[src/rtl/regfile_wport_arb.sv]
// Round-robin, burst-locking arbiter for the single register file write port.
// Optional REGFILE_ARB_ZERO_REG_EN suppresses writes that target register 0.
module regfile_wport_arb #(
  parameter int AWIDTH = 4,
  parameter int DWIDTH = 16
) (
  input  logic              clk,
  input  logic              rst_n,
  input  logic              a_valid,
  output logic              a_ready,
  input  logic [AWIDTH-1:0] a_wsel,
  input  logic [DWIDTH-1:0] a_wdata,
  input  logic              a_last,
  input  logic              b_valid,
  output logic              b_ready,
  input  logic [AWIDTH-1:0] b_wsel,
  input  logic [DWIDTH-1:0] b_wdata,
  input  logic              b_last,
  output logic              wreg,
  output logic [AWIDTH-1:0] wsel,
  output logic [DWIDTH-1:0] wdata,
  output logic [1:0]        owner
);

  typedef enum logic [1:0] {
    IDLE   = 2'b00,
    LOCK_A = 2'b01,
    LOCK_B = 2'b10
  } state_t;

  state_t state, state_nx;
  logic   pref_a;

  logic              a_fire, b_fire, fire;
  logic              beat_last, beat_keep;
  logic [AWIDTH-1:0] beat_sel;
  logic [DWIDTH-1:0] beat_data;

  always_ff @(posedge clk or negedge rst_n) begin
    if (!rst_n) begin
      state  <= IDLE;
      pref_a <= 1'b1;
    end else begin
      state <= state_nx;
      if (fire && beat_last)
        pref_a <= b_fire;
    end
  end

  always_comb begin
    state_nx = state;
    if (fire) begin
      if (beat_last)
        state_nx = IDLE;
      else if (state == IDLE)
        state_nx = a_fire ? LOCK_A : LOCK_B;
    end
  end

  // Ready is a function of state and the other side's valid only.
  always_comb begin
    a_ready = 1'b0;
    b_ready = 1'b0;
    if (rst_n) begin
      unique case (state)
        IDLE: begin
          a_ready = !b_valid || pref_a;
          b_ready = !a_valid || !pref_a;
        end
        LOCK_A:  a_ready = 1'b1;
        LOCK_B:  b_ready = 1'b1;
        default: ;
      endcase
    end
  end

  assign owner  = state;
  assign a_fire = a_valid && a_ready;
  assign b_fire = b_valid && b_ready;
  assign fire   = a_fire || b_fire;

  assign beat_last = a_fire ? a_last  : b_last;
  assign beat_sel  = a_fire ? a_wsel  : b_wsel;
  assign beat_data = a_fire ? a_wdata : b_wdata;

`ifdef REGFILE_ARB_ZERO_REG_EN
  assign beat_keep = (beat_sel != '0);
`else
  assign beat_keep = 1'b1;
`endif

  always_ff @(posedge clk or negedge rst_n) begin
    if (!rst_n) begin
      wreg  <= 1'b0;
      wsel  <= '0;
      wdata <= '0;
    end else begin
      wreg <= fire && beat_keep;
      if (fire) begin
        wsel  <= beat_sel;
        wdata <= beat_data;
      end
    end
  end

endmodule

[config.mk]
export PLATFORM = sky130hd
export DESIGN_NAME = regfile_wport_arb
export DESIGN_NICKNAME = d
export VERILOG_FILES = /design/src/rtl/regfile_wport_arb.sv
export SDC_FILE = /design/constraint.sdc
export NUM_CORES = 1
export LEC_CHECK = 0
export ABC_AREA = 1
export CORE_MARGIN = 2
export CORE_UTILIZATION = 25
export CTS_BUF_LIST = sky130_fd_sc_hd__clkbuf_4 sky130_fd_sc_hd__clkbuf_8 sky130_fd_sc_hd__clkbuf_16
export CTS_CLUSTER_DIAMETER = 80
export DETAILED_ROUTE_END_ITERATION = 8
export DONT_BUFFER_PORTS = 1
export GPL_TIMING_DRIVEN = 0
export PLACE_DENSITY_LB_ADDON = 0.08
export SLEW_MARGIN = 20
export SYNTH_ARGS = -nofsm -noshare
export SYNTH_HDL_FRONTEND = slang
export SYNTH_SLANG_ARGS = --single-unit
[constraint.sdc]
create_clock -name clk -period 1.8 [get_ports clk]
set_input_delay 0.27 -clock clk [delete_from_list [all_inputs] [get_ports clk]]
set_output_delay 0.27 -clock clk [all_outputs]
set_load 0.02 [all_outputs]
==> summary.md <==
| Metric | Value |
|---|---|
| Max IR drop VDD | `0.000345 V` |
| Clock Latency Late Sink | `0.27 ns` |
| Warning count from the yosys run | `0` |
| Die Width | `77.5 um` |
| 1st-iter DRT viols | `47` |
| Worst setup path class | `flop to output pin` |
| Die height | `77.5 um` |
| Syn nets | `229` |
| Final worst path period share | `84.4%` |
| # rows | `26` |
| P_leak | `0.802 nW` |
| Max cap viols | `0` |
| Initial antenna violation count | `0` |
| TritonCTS buffer count | `3` |
| Pwr/cell area | `1550 nW/um2` |
| Vias | `1185` |
| Min-Delay Endpoint | `pref_a$_DFFE_PN1P_` |
| Total negative slack | `0 ns` |
| CTS Buffer Depth | `2` |
| Leading area contributor after synthesis | `dfrtp_1` |
| Max Fclk | `658 MHz` |
| Crit start category | `flop` |
| R2r startpoint | `owner[0]$_DFFE_PN0P_` |
| Synth cell types | `20` |
| CP peak stage delay | `0.53 ns` |
| Slowest-stage cell, CP | `dfrtp_1` |
| Post-synth ARST share | `100%` |
| Routability cong. | `0.742` |
| Total I/O pin count | `71` |
| Top cells by count, synth | `48 x nand2_1, 25 x inv_1, 23 x dfrtp_1, 23 x nor2_1, 21 x nand3_1` |
| DR WL/cell | `14.2 um` |
| EDFF count, synth | `0` |
| Hold_sp | `b_valid` |
| Synth Cell Area | `1350 um2` |
| Core area | `5170 um2` |
| DRT antenna net count | `0` |
| Total Nets Final | `236` |
| Max-slew violation total from the final report | `0` |
| Outcome | `finished clean` |
| Initial Util | `26.1%` |
| Reg2reg path depth | `7` |
| Remaining DRCs | `0` |
| Clock-pin slew on the worst setup and hold paths | `0.09 ns` |
| Worst EP arrival | `1.25 ns` |
| Total die area | `6000 um2` |
| Routed vias/inst | `4.58` |
| Pin count of the biggest net entering global routing | `25` |
| Vias in the first global route | `1162` |
| Tmin final | `1.52 ns` |
| Sequential share of the synthesized area | `44.6%` |
| Cells after synthesis | `183` |
| Top cell family by delay on the critical path | `flip-flops` |
| Reg-to-reg slack, setup | `0.33 ns` |
| HP Class | `primary input to flop` |
| Grt ovf | `0` |
| Total Wirelength | `3670 um` |
| Inserted Diodes | `0` |
| Worst path bufs/invs | `1` |
| Clock root buffer master | `clkbuf_8` |
| Slew Limit Headroom | `73.8%` |
| I/O Buffers | `0` |
| Hold Crit Depth | `2` |
| Crit-path max FO | `5` |
| Total Routing Usage GR | `12.5%` |
| Post-synthesis average cell area | `7.37 um2` |
| Area contributors post-synth | `dfrtp_1 43%, nand2_1 13%, nand3_1 7.8%, o21ai_1 7.1%, inv_1 7.0%` |
| Area grow syn2layout | `12.3%` |
| Share of cells above drive strength 1 | `12.2%` |
| RSZ-0062 raised after global routing | `false` |
| CTS Sinks | `24` |
| CP Capture Type | `output pin` |
| CTS H-tree depth | `1` |
| Total power | `2.35 mW` |
| Initial DRT Pass Iterations | `4` |
| Share of the synthesized area in the top cell type | `42.7%` |
| #FFs+latches synth | `24` |
| CP cell instances | `nor2_1 -> nand2_2 -> nand2_1 -> inv_1` |
| CTS tree | `done` |
| Number of fill cells in the layout | `574` |
| Post-CTS Setup Repair Bufs | `0` |
| Worst r2r dst | `wdata[9]$_DFFE_PN0P_` |
| Final Skew | `0.00227 ns` |
| Top_reg_cell synth | `dfrtp_1` |
| CP required | `1.53 ns` |
| Dpl hpwl | `2720 um` |
| Most common cell in the netlist | `nand2_1` |
| Setup-failing EPs final | `0` |
| Hold Fails Final Rpt | `0` |
| Worst Tran Pin Value | `0.392 ns` |
| First-pass GRT wire length | `5950 um` |
==> cell usage in the layout (no fill, tap or decap), types with 2 or more instances in the layout <==
cell / synthesis / layout
nand2_1: 48 / 48
clkbuf_8: 0 / 3
inv_1: 25 / 25
nor2_1: 23 / 23
dfrtp_1: 23 / 23
buf_6: 5 / 5
o21ai_1: 19 / 19
nand3_2: 2 / 2
nand4_1: 3 / 3
buf_2: 4 / 4
nand3_1: 21 / 21
==> where the power goes <==
| group | switching (mW) | total, mW | leakage, nW | internal (mW) |
|---|---|---|---|---|
| Clock | 0.184 | 0.357 | 0.0262 | 0.173 |
| Combinational | 0.402 | 0.678 | 0.483 | 0.277 |
| Sequential | 0.513 | 1.31 | 0.293 | 0.797 |
| Total | 1.10 | 2.35 | 0.802 | 1.25 |
==> per-layer routing <==
metal / global-route usage, % / vias to the layer above / wire length (um)
li1: - / 577 / -
met1: 15.5 / 559 / 1570
met2: 21.0 / 47 / 1780
met3: 3.60 / 2 / 296
met4: 3.75 / 0 / 24
met5: 0 / - / 0
==> kinds of logic (layout without fill, tap and decap cells) <==
| kind of cell | Yosys count | count (layout) | share of synthesized area, % |
|---|---|---|---|
| AO/OA/AOI/OAI | 21 | 21 | 7.79 |
| buffers and inverters | 37 | 43 | 13.7 |
| AND/OR/NAND/NOR | 101 | 101 | 33.9 |
| flip-flops | 24 | 24 | 44.6 |
==> per-stage QoR <==
stage                     setup WS, ns  hold WS (ns)  std cells  utilization, %  area [um2]
after global placement           0.353       -0.0249        253            27.8        1440
after global routing             0.175         0.120        259            29.3        1520
after detailed placement         0.330       -0.0249        253            27.8        1440
after floorplan                  0.494       -0.0256        183               -        1350
final                            0.281         0.125        259            29.3        1520
after CTS                        0.264         0.121        259            29.3        1520
==> state kept, by name, summed over array words and instances, names as in the netlist <==
register  cells
pref_a        1
owner         2
wreg          1
wsel          4
wdata        16
==> cell type report <==
type | instances | area, um2 | share of cell area, %
Buffer | 10 | 83.8 | 5.53
Clock buffer | 4 | 48.8 | 3.22
Inverter | 27 | 101 | 6.69
Multi-Input combinational cell | 122 | 562 | 37.1
Sequential cell | 24 | 602 | 39.7
Tap cell | 70 | 87.6 | 5.78
Timing Repair Buffer | 2 | 30.0 | 1.98
==> timing repair <==
| item | in CTS | in global routing |
|---|---|---|
| hold buffers | 2 | 0 |
| endpoints found under the hold margin | 24 | 0 |
| gates resized for setup | 0 | 0 |
| endpoints found under the setup margin | 0 | 0 |
==> worst reg2reg max path, delay by kind of cell, from the launching register on <==
kind / cells / cell delay [ns]
flops: 1 / 0.50
simple gates: 5 / 0.53
compound gates: 1 / 0.06
buf+inv: 1 / 0.25
==> how the worst max path moves through the flow <==
stage,startpoint,slack (ns),cells after the start,endpoint
3_3_place_gp,owner[0]$_DFFE_PN0P_,0.35,5,wdata[14]$_DFFE_PN0P_
3_5_place_dp,owner[0]$_DFFE_PN0P_,0.33,5,wdata[14]$_DFFE_PN0P_
2_1_floorplan,owner[1]$_DFFE_PN0P_,0.49,6,wdata[10]$_DFFE_PN0P_
4_1_cts,owner[0]$_DFFE_PN0P_,0.26,4,a_ready
5_1_grt,owner[0]$_DFFE_PN0P_,0.18,7,wdata[11]$_DFFE_PN0P_
6_report,owner[0]$_DFFE_PN0P_,0.28,4,a_ready
(Power assumes the default switching activity.)
